$ cat src/rtl/sser_pkg.sv
// Shared types and constants for the SSER write-side serializer.
package sser_pkg;

  typedef enum logic [2:0] {
    ST_IDLE,
    ST_SETUP,
    ST_SHIFT,
    ST_PARITY,
    ST_HOLD
  } state_t;

  localparam logic [3:0] CMD_LOAD  = 4'h0;
  localparam logic [3:0] CMD_START = 4'h1;
  localparam logic [3:0] CMD_ABORT = 4'h2;
  localparam logic [3:0] CMD_CLRO  = 4'h3;

  // ba[13:12] pattern selecting the serial write window
  localparam logic [1:0] WIN_BA_HI = 2'b01;

  function automatic logic win_hit(input logic sser_n, input logic [1:0] ba_hi,
                                   input logic br_w);
    return ~sser_n & (ba_hi == WIN_BA_HI) & ~br_w;
  endfunction

endpackage

$ cat src/rtl/sser_wr_shifter_if.sv
// Host bus write side plus serial link outputs of the SSER write serializer.
interface sser_wr_shifter_if;
  logic        sser_n;
  logic [13:0] ba;
  logic        br_w;
  logic [7:0]  bd;
  logic        sdwr;
  logic        sdclk;
  logic        sdcs_n;
  logic        busy;
  logic        ovr;

  modport master (
    output sser_n, ba, br_w, bd,
    input  sdwr, sdclk, sdcs_n, busy, ovr
  );

  modport slave (
    input  sser_n, ba, br_w, bd,
    output sdwr, sdclk, sdcs_n, busy, ovr
  );
endinterface

$ cat src/rtl/sser_bitclk.sv
// Half-bit divider: one-clock rise/fall strobes marking the ends of the
// low and high halves of each serial bit period.
module sser_bitclk #(
  parameter int CLK_DIV = 4
) (
  input  logic clk,
  input  logic rst,
  input  logic en_i,
  input  logic clr_i,
  output logic rise_stb_o,
  output logic fall_stb_o
);

  localparam logic [7:0] LAST = 8'(CLK_DIV - 1);

  logic [7:0] cnt_q, cnt_d;
  logic       phase_q, phase_d;
  logic       half_end;

  assign half_end   = en_i & ~clr_i & (cnt_q == LAST);
  assign rise_stb_o = half_end & ~phase_q;
  assign fall_stb_o = half_end & phase_q;

  always_comb begin
    cnt_d   = cnt_q;
    phase_d = phase_q;
    if (clr_i) begin
      cnt_d   = 8'd0;
      phase_d = 1'b0;
    end else if (en_i) begin
      if (cnt_q == LAST) begin
        cnt_d   = 8'd0;
        phase_d = ~phase_q;
      end else begin
        cnt_d = cnt_q + 8'd1;
      end
    end
  end

  always_ff @(posedge clk) begin
    if (rst) begin
      cnt_q   <= 8'd0;
      phase_q <= 1'b0;
    end else begin
      cnt_q   <= cnt_d;
      phase_q <= phase_d;
    end
  end

endmodule

$ cat src/rtl/sser_wr_shifter.sv
// SSER bus-write serializer: captures host commands in the SSER window and
// shifts bytes out MSB-first. Define SSER_WR_PARITY_EN to append an even parity bit.
module sser_wr_shifter
  import sser_pkg::*;
#(
  parameter int CLK_DIV = 4
) (
  input  logic             clk,
  input  logic             rst,
  sser_wr_shifter_if.slave sif
);

  logic       hit, hit_q, accept;
  logic [3:0] cmd;
  logic       is_load, is_start, is_abort, is_clro;
  logic       rise_stb, fall_stb, bc_en, bc_clr;
  logic       unused_ba;

  state_t     state_q, state_d;
  logic [7:0] data_q, data_d;
  logic [7:0] shreg_q, shreg_d;
  logic [2:0] bitcnt_q, bitcnt_d;
  logic       sdwr_q, sdwr_d;
  logic       sdclk_q, sdclk_d;
  logic       sdcs_n_q, sdcs_n_d;
  logic       busy_q, busy_d;
  logic       ovr_q, ovr_d;
`ifdef SSER_WR_PARITY_EN
  logic       par_q, par_d;
`endif

  assign hit       = win_hit(sif.sser_n, sif.ba[13:12], sif.br_w);
  assign accept    = hit & ~hit_q;
  assign cmd       = sif.ba[7:4];
  assign is_load   = accept & (cmd == CMD_LOAD);
  assign is_start  = accept & (cmd == CMD_START);
  assign is_abort  = accept & (cmd == CMD_ABORT);
  assign is_clro   = accept & (cmd == CMD_CLRO);
  assign unused_ba = ^{sif.ba[11:8], sif.ba[3:0]};

  // Divider free-runs only inside a frame so every frame starts phase-aligned
  assign bc_en  = (state_q != ST_IDLE);
  assign bc_clr = (state_q == ST_IDLE) | is_abort;

  sser_bitclk #(.CLK_DIV(CLK_DIV)) u_bitclk (
    .clk       (clk),
    .rst       (rst),
    .en_i      (bc_en),
    .clr_i     (bc_clr),
    .rise_stb_o(rise_stb),
    .fall_stb_o(fall_stb)
  );

  always_comb begin
    state_d  = state_q;
    data_d   = data_q;
    shreg_d  = shreg_q;
    bitcnt_d = bitcnt_q;
    sdwr_d   = sdwr_q;
    sdclk_d  = sdclk_q;
    sdcs_n_d = sdcs_n_q;
    busy_d   = busy_q;
    ovr_d    = ovr_q;
`ifdef SSER_WR_PARITY_EN
    par_d    = par_q;
`endif

    if (is_clro) begin
      ovr_d = 1'b0;
    end else if ((is_load | is_start) & busy_q) begin
      ovr_d = 1'b1;
    end
    if (is_load & ~busy_q) begin
      data_d = sif.bd;
    end

    if (is_abort & (state_q != ST_IDLE)) begin
      state_d  = ST_IDLE;
      sdwr_d   = 1'b0;
      sdclk_d  = 1'b0;
      sdcs_n_d = 1'b1;
      busy_d   = 1'b0;
      bitcnt_d = 3'd0;
    end else begin
      case (state_q)
        ST_IDLE: begin
          if (is_start) begin
            state_d  = ST_SETUP;
            sdcs_n_d = 1'b0;
            busy_d   = 1'b1;
            shreg_d  = data_q;
            sdwr_d   = data_q[7];
            bitcnt_d = 3'd0;
`ifdef SSER_WR_PARITY_EN
            par_d    = ^data_q;
`endif
          end
        end
        ST_SETUP: begin
          if (fall_stb) state_d = ST_SHIFT;
        end
        ST_SHIFT: begin
          if (rise_stb) sdclk_d = 1'b1;
          if (fall_stb) begin
            sdclk_d = 1'b0;
            if (bitcnt_q == 3'd7) begin
              bitcnt_d = 3'd0;
`ifdef SSER_WR_PARITY_EN
              state_d  = ST_PARITY;
              sdwr_d   = par_q;
`else
              state_d  = ST_HOLD;
              sdwr_d   = 1'b0;
`endif
            end else begin
              bitcnt_d = bitcnt_q + 3'd1;
              shreg_d  = shreg_q << 1;
              sdwr_d   = shreg_q[6];
            end
          end
        end
`ifdef SSER_WR_PARITY_EN
        ST_PARITY: begin
          if (rise_stb) sdclk_d = 1'b1;
          if (fall_stb) begin
            sdclk_d = 1'b0;
            state_d = ST_HOLD;
            sdwr_d  = 1'b0;
          end
        end
`endif
        ST_HOLD: begin
          if (fall_stb) begin
            state_d  = ST_IDLE;
            sdcs_n_d = 1'b1;
            busy_d   = 1'b0;
          end
        end
        default: begin
          state_d  = ST_IDLE;
          sdwr_d   = 1'b0;
          sdclk_d  = 1'b0;
          sdcs_n_d = 1'b1;
          busy_d   = 1'b0;
        end
      endcase
    end
  end

  always_ff @(posedge clk) begin
    if (rst) begin
      hit_q    <= 1'b0;
      state_q  <= ST_IDLE;
      data_q   <= 8'h00;
      shreg_q  <= 8'h00;
      bitcnt_q <= 3'd0;
      sdwr_q   <= 1'b0;
      sdclk_q  <= 1'b0;
      sdcs_n_q <= 1'b1;
      busy_q   <= 1'b0;
      ovr_q    <= 1'b0;
`ifdef SSER_WR_PARITY_EN
      par_q    <= 1'b0;
`endif
    end else begin
      hit_q    <= hit;
      state_q  <= state_d;
      data_q   <= data_d;
      shreg_q  <= shreg_d;
      bitcnt_q <= bitcnt_d;
      sdwr_q   <= sdwr_d;
      sdclk_q  <= sdclk_d;
      sdcs_n_q <= sdcs_n_d;
      busy_q   <= busy_d;
      ovr_q    <= ovr_d;
`ifdef SSER_WR_PARITY_EN
      par_q    <= par_d;
`endif
    end
  end

  assign sif.sdwr   = sdwr_q;
  assign sif.sdclk  = sdclk_q;
  assign sif.sdcs_n = sdcs_n_q;
  assign sif.busy   = busy_q;
  assign sif.ovr    = ovr_q;

endmodule

$ cat src/flat_wrapper.sv
// flat-port wrapper written by rule: the top's interface ports become plain ports
module sser_wr_shifter_flat import sser_pkg::*;
#(
  parameter int CLK_DIV = 4
)
  (clk, rst, sif_sser_n, sif_ba, sif_br_w, sif_bd, sif_sdwr, sif_sdclk, sif_sdcs_n, sif_busy, sif_ovr);
  sser_wr_shifter_if sif_i ();
  input  logic clk;
  input  logic rst;
  input wire logic [$bits(sif_i.sser_n)-1:0] sif_sser_n;
  input wire logic [$bits(sif_i.ba)-1:0] sif_ba;
  input wire logic [$bits(sif_i.br_w)-1:0] sif_br_w;
  input wire logic [$bits(sif_i.bd)-1:0] sif_bd;
  output wire logic [$bits(sif_i.sdwr)-1:0] sif_sdwr;
  output wire logic [$bits(sif_i.sdclk)-1:0] sif_sdclk;
  output wire logic [$bits(sif_i.sdcs_n)-1:0] sif_sdcs_n;
  output wire logic [$bits(sif_i.busy)-1:0] sif_busy;
  output wire logic [$bits(sif_i.ovr)-1:0] sif_ovr;
  assign sif_i.sser_n = sif_sser_n;
  assign sif_i.ba = sif_ba;
  assign sif_i.br_w = sif_br_w;
  assign sif_i.bd = sif_bd;
  assign sif_sdwr = sif_i.sdwr;
  assign sif_sdclk = sif_i.sdclk;
  assign sif_sdcs_n = sif_i.sdcs_n;
  assign sif_busy = sif_i.busy;
  assign sif_ovr = sif_i.ovr;
  sser_wr_shifter #(.CLK_DIV(CLK_DIV)) u_core (.clk(clk), .rst(rst), .sif(sif_i));
endmodule
$ cat config.mk
export PLATFORM = sky130hd
export DESIGN_NAME = sser_wr_shifter_flat
export DESIGN_NICKNAME = d
export VERILOG_FILES = /design/src/rtl/sser_pkg.sv /design/src/rtl/sser_wr_shifter_if.sv /design/src/rtl/sser_bitclk.sv /design/src/rtl/sser_wr_shifter.sv /design/src/flat_wrapper.sv
export SDC_FILE = /design/constraint.sdc
export NUM_CORES = 1
export LEC_CHECK = 0
export ABC_AREA = 1
export BUFFER_PORTS_ARGS = -buffer_cell sky130_fd_sc_hd__buf_4
export CAP_MARGIN = 0
export CORE_ASPECT_RATIO = 1.1
export CORE_MARGIN = 8
export CORE_UTILIZATION = 55
export DETAILED_ROUTE_END_ITERATION = 6
export MAX_ROUTING_LAYER = met4
export PLACE_DENSITY = 0.89
export SLEW_MARGIN = 10
export SYNTH_ARGS = -nofsm -noshare
export SYNTH_HDL_FRONTEND = slang
export SYNTH_SLANG_ARGS = --single-unit
$ cat constraint.sdc
create_clock -name clk -period 3.5 [get_ports clk]
set_clock_uncertainty 0.05 [all_clocks]
set_input_delay 0.35 -clock clk [delete_from_list [all_inputs] [get_ports clk]]
set_output_delay 0.35 -clock clk [all_outputs]
set_load 0.02 [all_outputs]
=== Word-level counts from Yosys, hierarchy flattened ===
Cells that the tools add are included.

* Output and inout port bits: 5
* Flip-flop bits (word level): 36
* Word-level logic and storage cells: 101

* Bitwise operators: 26
* Reductions and logical operators: 17
* Multiplexer cells: 28
* Equality and inequality tests: 16
* $add $sub $neg: 2

{| class="wikitable"
|+ Operator list
! kind !! count
|-
| 3-bit 2-to-1 mux || 8
|-
| 7-bit 2-to-1 mux || 3
|-
| 1-bit AND || 14
|-
| 7-bit case mux with 2 select lines || 1
|-
| 3-bit case mux with 4 select lines || 1
|-
| 2-bit by 1-bit inequality test with 1-bit output, second input constant || 5
|-
| 1-bit inverter || 10
|-
| 5-bit AND reduction || 2
|-
| 2-bit OR reduction || 5
|-
| 1-bit 2-to-1 mux || 9
|-
| 1-bit case mux with 3 select lines || 3
|-
| 3-bit AND reduction || 3
|-
| 8-bit by 1-bit adder with 8-bit output, second input constant || 1
|-
| 4-bit by 2-bit == test with 1-bit output, second input constant || 2
|-
| 8-bit by 2-bit == test with 1-bit output, second input constant || 1
|-
| 8-bit 2-to-1 mux || 1
|-
| 3-bit == test, second input constant || 2
|-
| 3-bit case mux with 2 select lines || 1
|-
| 4-bit by 1-bit == test with 1-bit output, second input constant || 1
|-
| 4-bit logical NOT || 1
|-
| 2-bit AND reduction || 2
|-
| 3-bit by 1-bit adder with 3-bit output, second input constant || 1
|-
| 3-bit by 1-bit == test with 1-bit output, second input constant || 1
|-
| 3-bit by 2-bit == test with 1-bit output, second input constant || 1
|-
| 9 further kinds || 10
|}

=== Logic depth before layout (Yosys ltp) ===
Gate-level depths: netlist (run 1).

* Depth after elaboration: 13
* Depth in mapped cells: 12
* Mapped depth without buffers: 12

=== Hierarchy ===
A second synthesis (run 1) with hierarchy kept.

* Cell total of the unflattened synthesis: 270
* Area, all modules: 1913.1 um2

{| class="wikitable"
|+ By module, submodules not included
! module !! area an instance (um2) !! instances !! cells an instance !! sequential area each (um2)
|-
| sser_wr_shifter || 1406.3 || 1 || 200 || 540.5
|-
| sser_bitclk || 506.7 || 1 || 70 || 180.2
|}

=== Worst setup path before layout (run 1) ===
OpenSTA, ideal clock, no wires.

* Path type: reg-to-reg
* Start: register u_core.u_bitclk.cnt_q[0]
* End: register u_core.shreg_q[1]
* Clock period less this slack: 1.568 ns
* Arrival time: 1.405 ns
* Path buffers: 1
* Path slack: 1.932 ns
* Stages on the path, launching flop included: 12
* Data required time: 3.337 ns
* Library setup time: 0.113 ns
* Cells stage by stage: dfxtp_1 > ha_1 > inv_1 > nor2_1 > nand2_1 > nor2_2 > nand2_2 > nand2_4 > nand4_2 > buf_6 > nor2_1 > nor2_1

* Longest elaborated chain between the ends: 5

{| class="wikitable"
|+ RTL lines
! item !! RTL line !! text
|-
| start, declared || sser_bitclk.sv:16 || <nowiki>logic [7:0] cnt_q, cnt_d;</nowiki>
|-
| start signal, assigned || sser_bitclk.sv:45 || <nowiki>cnt_q <= cnt_d;</nowiki>
|-
| 8-bit by 2-bit == test with 1-bit output || sser_bitclk.sv:20 || <nowiki>assign half_end = en_i & ~clr_i & (cnt_q == LAST);</nowiki>
|-
| 1-bit AND || sser_bitclk.sv:20 ||
|-
| 1-bit AND || sser_bitclk.sv:22 || <nowiki>assign fall_stb_o = half_end & phase_q;</nowiki>
|-
| 2-bit by 1-bit inequality test with 1-bit output (no line) || - ||
|-
| 5-bit AND reduction (no line) || - ||
|-
| end signal, assigned || sser_wr_shifter.sv:169 || <nowiki>shreg_q <= shreg_d;</nowiki>
|-
| end, declared || sser_wr_shifter.sv:21 || <nowiki>logic [7:0] shreg_q, shreg_d;</nowiki>
|}

Every way passes these cells.
A chain may end at the register's enable or synchronous reset.

=== Worst setup path in the final report (run 1) ===
* Start: register u_core.u_bitclk.cnt_q[0]
* End: register u_core.shreg_q[4]

The elaborated chain is that of the path after synthesis.

==> results.toml, run 1 <==
[run_status]
outcome = "finished, final reports clean"

[synthesis]
synth-seq-cells = 36
syn_avg_cell_area_um2 = 6.71
synthAdderAreaFrac = 0.0203
syn_area_um2 = 1850
synth_compound_area_frac = 0.117
ys_warn_count = 0
syn_nets = 305
syn_inst = 276
synthMuxAreaShare = 0
synth_cell_types = 28
yosys.area_share.simple = 0.352
synth_top_family_by_area = "simple AND/OR/NAND/NOR gates"
yosys.area_share.xor_xnor = 0.00473
ys_seq_area_frac = 0.389

[clocking]
clock_sinks = 36
cts_tree = "yes"
clk_pin_slew_ps = 110
ctsRootBufferMaster = "clkbuf_4"
cts_buffer_depth = 2
postCtsHoldBufs = 0
numCtsBuffers = 5
cts_max_level = 2
postCtsSetupRepairBufs = 0
clk-insertion-delay-late_ps = 340
cts.repair.resized = 0

[global_route]
grt_max_degree = 20
antenna_found_initial = 0
grt_overflow = 0
grt_pass1_vias = 1726
grt_pass1_wl_mm = 7.17
grtUsageTotal = 0.162

[sta]
hold_violations = 0
setup_viol = 0
maxSlewViolCount = 0
worst_slew_pin_slew_ps = 482
setup_tns_ps = 0
hold_ws_ps = 216
rsz0062_at_grt = "no"
fin_crit_sh = 0.540
period_minus_slack_ps = 1890
worst_slack_ps = 1610
timing.fmax_ghz = 0.530
relSlewSlack = 0.678

[finish]
seq_area_um2 = 721
antennaDiodeCount = 0
drive_gt1_frac = 0.152
final_util = 0.651
fillers = 296
final_area_um2 = 2130
nNetsFinal = 330
multiInputGateArea_um2 = 917
area_growth_pct = 15.1
layoutNonFillerInstCount = 338

[setup_path]
crit_start = "u_core.u_bitclk.cnt_q[0]$_SDFFE_PP0N_"
crit_required_ps = 3690
reg2reg_slack_ps = 1610
end_kind = "register"
arrival_ps = 2080
crit_path_end = "u_core.shreg_q[4]$_SDFFE_PP0P_"
critPathKind = "reg2reg"
reg2reg_depth = 10
startpoint_type = "register"
path_max_fanout = 12
r2r-end = "u_core.shreg_q[4]$_SDFFE_PP0P_"
rr_startpoint = "u_core.u_bitclk.cnt_q[0]$_SDFFE_PP0N_"

[floorplanning]
ioPinCount = 31
core_area_um2 = 3280
rows = 22
die_area_um2 = 5480
die_h_um = 76.9
die_x_um = 71.3
start_util = 0.566

[placement]
routabilityCongestion = 0.891
numPortBuffers = 22
dp_hpwl_mm = 2.87
dp_slack_ps = 1630
dp.cells = 330
placed_area_um2 = 2040

[detailed_routing]
drt-total-wl_mm = 3.90
remaining_drc_errors = 0
drtIter0Drc = 76
vias_per_cell = 5.15
vias = 1741
drt_pre_antenna_iters = 4
wl_per_cell_um = 11.5
drtAntennaViolNets = 0

[run]
maxCapViolCount = 0

[pwr]
vdd_drop_max_uv = 327
p_leak_nw = 0.994
cellPowerDensity_nw_per_um2 = 635
power.total_mw = 1.35

[hold_path]
hold_class = "in2reg"
==> cell usage in the layout, fill, tap and decap left out <==
| master | Yosys | layout |
|---|---|---|
| nand2_1 | 62 | 62 |
| nor2_1 | 46 | 46 |
| inv_1 | 45 | 45 |
| dfxtp_1 | 36 | 36 |
| buf_4 | 0 | 22 |
| a21oi_1 | 14 | 14 |
| o21ai_0 | 13 | 13 |
| nand3_1 | 11 | 11 |
| a211oi_1 | 8 | 8 |
| nor3_1 | 7 | 7 |
| nand4_1 | 6 | 6 |
| clkbuf_4 | 0 | 5 |
| inv_2 | 4 | 4 |
| ha_1 | 3 | 3 |
| nand2_4 | 2 | 2 |
| nand2_2 | 2 | 2 |
| nor2_2 | 2 | 2 |
| nor4_1 | 2 | 2 |
| clkbuf_8 | 0 | 2 |
| nor2_4 | 1 | 1 |
| nand3b_1 | 1 | 1 |
| nor2_8 | 1 | 1 |
| o21ai_4 | 1 | 1 |
| inv_4 | 1 | 1 |
| or2_4 | 1 | 1 |
| xor2_1 | 1 | 1 |
| nand4_2 | 1 | 1 |
| o22ai_1 | 1 | 1 |
| bufinv_16 | 0 | 1 |
==> critical path: stages, from the launching register on <==
cell	delay [ps]
dfxtp_1	370
ha_1	250
inv_1	60
nor2_1	100
nand2_1	90
nor2_2	130
nand2_2	100
nand2_4	100
nand4_2	260
nor2_1	210
nor2_1	60
==> where the power goes <==
group	total, mW	internal [mW]	switching [mW]
logic	0.522	0.176	0.346
clock network	0.329	0.190	0.139
registers	0.503	0.468	0.0356
total	1.35	0.833	0.521
==> state kept, by name, summed over array words and instances (netlist names), 3 cells and up <==
name / count
u_core.data_q: 8
u_core.shreg_q: 7
u_core.u_bitclk.cnt_q: 8
u_core.bitcnt_q: 3
u_core.state_q: 3
==> per-layer routing <==
metal | GRT usage | wire length [um] | part of all wire | up-vias
li1 | - | - | - | 924
met1 | 0.180 | 1790 | 0.46 | 763
met2 | 0.250 | 1830 | 0.47 | 44
met3 | 0.0481 | 193 | 0.050 | 10
met4 | 0.0917 | 77 | 0.020 | 0
met5 | - | 0 | 0 | -
==> logic make-up (layout without fill, tap and decap cells) <==
kind of cell	Yosys count	after routing
xor gates and xnor gates	1	1
and+or+nand+nor	145	145
buffers and inverters	54	80
DFF	36	36
adders and majority gates	3	3
AOI/OAI and AO/OA	37	37
==> how the worst min path moves through the flow <==
stage	start	endpoint	slack, ps	cells past startpoint
after floorplan	u_core.u_bitclk.cnt_q[0]$_SDFFE_PP0N_	u_core.u_bitclk.cnt_q[0]$_SDFFE_PP0N_	370	1
after global placement	u_core.u_bitclk.cnt_q[0]$_SDFFE_PP0N_	u_core.u_bitclk.cnt_q[0]$_SDFFE_PP0N_	380	1
after detailed placement	u_core.u_bitclk.cnt_q[0]$_SDFFE_PP0N_	u_core.u_bitclk.cnt_q[0]$_SDFFE_PP0N_	390	1
after CTS	sif_ba[13]	u_core.hit_q$_SDFF_PP0_	210	4
after global routing	rst	u_core.shreg_q[0]$_SDFFE_PP0P_	210	2
final	rst	u_core.shreg_q[0]$_SDFFE_PP0P_	220	2
==> cells in the mapped netlist <==
library cell | n | area (um2)
a211oi_1 | 8 | 60.1
a21oi_1 | 14 | 70.1
buf_2 | 2 | 10.0
buf_6 | 1 | 11.3
clkbuf_1 | 1 | 3.75
dfxtp_1 | 36 | 721
ha_1 | 3 | 37.5
inv_1 | 45 | 169
inv_2 | 4 | 15.0
inv_4 | 1 | 6.26
nand2_1 | 62 | 233
nand2_2 | 2 | 12.5
nand2_4 | 2 | 22.5
nand3_1 | 11 | 55.1
nand3b_1 | 1 | 7.51
nand4_1 | 6 | 37.5
nand4_2 | 1 | 12.5
nor2_1 | 46 | 173
nor2_2 | 2 | 12.5
nor2_4 | 1 | 11.3
nor2_8 | 1 | 20.0
nor3_1 | 7 | 35.0
nor4_1 | 2 | 12.5
o21ai_0 | 13 | 65.1
o21ai_4 | 1 | 16.3
o22ai_1 | 1 | 6.26
or2_4 | 1 | 8.76
xor2_1 | 1 | 8.76
==> cell type report <==
| type | count | area share |
|---|---|---|
| Multi-Input combinational cell | 186 | 0.430 |
| Sequential cell | 36 | 0.338 |
| Inverter | 50 | 0.0891 |
| Timing Repair Buffer | 22 | 0.0774 |
| Clock buffer | 7 | 0.0305 |
| Tap cell | 36 | 0.0211 |
| Clock inverter | 1 | 0.0141 |
Power figures use the tool's default switching activity.
==> run 2, diff against run 1 <==
ABC_AREA = 0   (was 1)
clock period = 1.8 ns   (was 3.5 ns; I/O delays follow)
==> results.toml, run 2 <==
[setup_path]
end_kind = "register"
rr_startpoint = "u_core.u_bitclk.cnt_q[6]$_SDFFE_PP0N_"
startpoint_type = "register"
crit_path_end = "u_core.state_q[2]$_SDFFE_PP0P_"
crit_required_ps = 2020
slowest_delay_ps = 360
reg2reg_depth = 6
critPathSlowestCell = "dfxtp_2"
crit_family = "simple AND/OR/NAND/NOR gates"
reg2reg_slack_ps = 50
crit_buf_inv = 1
path_cells = "nor4_4 -> nand4_1 -> nor2_4 -> buf_6 -> nand4b_1 -> a211oi_2"
arrival_ps = 1980
r2r-end = "u_core.state_q[2]$_SDFFE_PP0P_"
path_max_fanout = 5
critPathKind = "reg2reg"
crit_start = "u_core.u_bitclk.cnt_q[6]$_SDFFE_PP0N_"
path_depth = 6

[global_route]
grt_use_met1 = 0.154
grt_max_degree = 26
grt_pass1_vias = 1569
grtUsageTotal = 0.155
grt_use_met2 = 0.268
grt_pass1_wl_mm = 6.84
grt_util_met3 = 0.0487
antenna_found_initial = 0
grt_overflow = 0
grt_busiest_layer = "met2"

[clocking]
ctsRootBufferMaster = "clkbuf_4"
postCtsHoldBufs = 0
cts_buffer_depth = 2
cts_tree = "yes"
cts_max_level = 2
clock_sinks = 36
clk-insertion-delay-late_ps = 350
numCtsBuffers = 5
clk_pin_slew_ps = 100

[synthesis]
synth_area_leaders = "dfxtp_1 (39%), mux2_4 (4.9%), nand2_1 (4.9%)"
synth_top_family_by_area = "simple AND/OR/NAND/NOR gates"
synthAdderAreaFrac = 0.0205
synthArstFlopShare = 0
synthMuxAreaShare = 0.0930
syn_avg_cell_area_um2 = 9.24
synth_compound_area_frac = 0.116
yosys.area_share.xor_xnor = 0.0335
syn_nets = 227
syn_inst = 198
yosys.area_share.simple = 0.315
synth_edf_count = 0
synth_cell_types = 47
netlist.top_cell.by_area = "dfxtp_1"
ys_seq_area_frac = 0.394
synthTopCellsByCount = "dfxtp_1 (36), nand2_1 (24), nor2_1 (22), a21oi_1 (15), nor2b_1 (9)"
yosys_most_used_dff = "dfxtp_1"
synth_top_area_share = 0.394
ys_warn_count = 0
yosysMostFrequentCell = "dfxtp_1"
synth-seq-cells = 36
syn_area_um2 = 1830

[placement]
numPortBuffers = 22
routabilityCongestion = 0.839
dp_slack_ps = -10.6
dp_hpwl_mm = 2.91

[finish]
final_common_cell = "buf_4"
largestRegisters = "u_core.data_q x8, u_core.u_bitclk.cnt_q x8, u_core.shreg_q x7"
multiInputGateArea_um2 = 1090
final_util = 0.695
seq_area_um2 = 727
nNetsFinal = 266
fillers = 251
area_growth_pct = 23.3
drive_gt1_frac = 0.315
final_cell_mix = "buf_4 (39), dfxtp_1 (31), nand2_1 (24), nor2_1 (22), a21oi_1 (15)"
antennaDiodeCount = 0

[detailed_routing]
vias_per_cell = 5.70
remaining_drc_errors = 0
drtAntennaViolNets = 0
drtIter0Drc = 217
drt_pre_antenna_iters = 4
drt-total-wl_mm = 3.94
wl_per_cell_um = 14.4
vias = 1562

[pwr]
vdd_drop_max_uv = 517
p_leak_nw = 0.886
combPwrFrac = 0.057
switching_share = 0.229
p_int_mw = 1.03
power.total_mw = 1.33
cellPowerDensity_nw_per_um2 = 590
clockPowerShare = 0.341
share_seq_of_total_power = 0.602
power_switching_mw = 0.305

[sta]
worst_slew_pin_slew_ps = 403
hold_violations = 0
fin_crit_sh = 0.974
period_minus_slack_ps = 1750
worst_slack_ps = 46.8
timing.fmax_ghz = 0.570
setup_viol = 0
maxSlewViolCount = 0
relSlewSlack = 0.727
rsz0062_at_grt = "yes"

[floorplanning]
die_x_um = 71.0
die_area_um2 = 5430
core_area_um2 = 3250
start_util = 0.563
die_h_um = 76.5
ioPinCount = 31
rows = 22

[run]
maxCapViolCount = 0

[run_status]
outcome = "finished, final reports clean"

[hold_path]
hold_class = "in2reg"
==> run 2: layer usage <==
metal | vias to the layer above | wire (um) | share of wire
li1 | 782 | - | -
met3 | 10 | 236 | 0.060
met2 | 35 | 2010 | 0.51
met5 | - | 0 | 0
met4 | 0 | 81 | 0.021
met1 | 735 | 1610 | 0.41
==> run 2: timing repair <==
| action | CTS | global route |
|---|---|---|
| setup endpoints to repair | 8 | 17 |
| buffers inserted | 0 | 0 |
| pin swaps | 1 | 3 |
| gates resized for setup | 2 | 12 |
| cloned | 0 | 0 |
==> run 2: worst register-to-register path: stages (launching register included) <==
cell,delay (ps)
dfxtp_2,360
nor4_4,360
nand4_1,240
nor2_4,200
buf_6,130
nand4b_1,120
a211oi_2,230
==> run 2: worst min-delay path by stage <==
stage,start,end,slack (ps),cells past startpoint
after floorplan,sif_bd[0],u_core.data_q[0]$_SDFFE_PP0P_,280,2
final,sif_bd[5],u_core.data_q[5]$_SDFFE_PP0P_,10,3
after global routing,sif_bd[5],u_core.data_q[5]$_SDFFE_PP0P_,20,3
after global placement,sif_bd[2],u_core.data_q[2]$_SDFFE_PP0P_,360,3
after CTS,sif_bd[5],u_core.data_q[5]$_SDFFE_PP0P_,2,3
after detailed placement,sif_bd[5],u_core.data_q[5]$_SDFFE_PP0P_,370,3
==> run 2: cell families (layout without fill, tap and decap cells) <==
| family | Yosys count | after routing |
|---|---|---|
| buffers and inverters | 10 | 50 |
| muxes | 14 | 14 |
| xor gates and xnor gates | 7 | 7 |
| AOI/OAI and AO/OA | 31 | 31 |
| DFF | 36 | 36 |
| adders and majority gates | 3 | 3 |
| and+or+nand+nor | 97 | 97 |
==> run 2: cell type report <==
cell class / count / share of cell area
clock buffers: 6 / 0.0227
clock inverters: 2 / 0.00444
inverters: 1 / 0.00166
multi-input cells: 152 / 0.485
flip-flops and latches: 36 / 0.322
well taps: 36 / 0.0200
repair buffers: 41 / 0.144
==> run 2: power groups by stage <==
stage	combinational [mW]	sequential (mW)	clock (mW)
final	0.0763	0.802	0.454
after global routing	0.0833	0.803	0.501
after CTS	0.0750	0.802	0.465
after detailed placement	0.0742	0.820	0
after global placement	0.0725	0.820	0
after floorplan	0.0250	0.822	0
==> run 2: through the flow <==
step,cell area [um2],std cells,TNS (ps),hold WS (ps)
after floorplan,1830,198,0,277
after global placement,2150,266,-52.0,365
after detailed placement,2150,266,-28.4,374
after CTS,2220,274,0,2.30
after global routing,2260,274,-46.0,21.3
final,2260,274,0,9.67
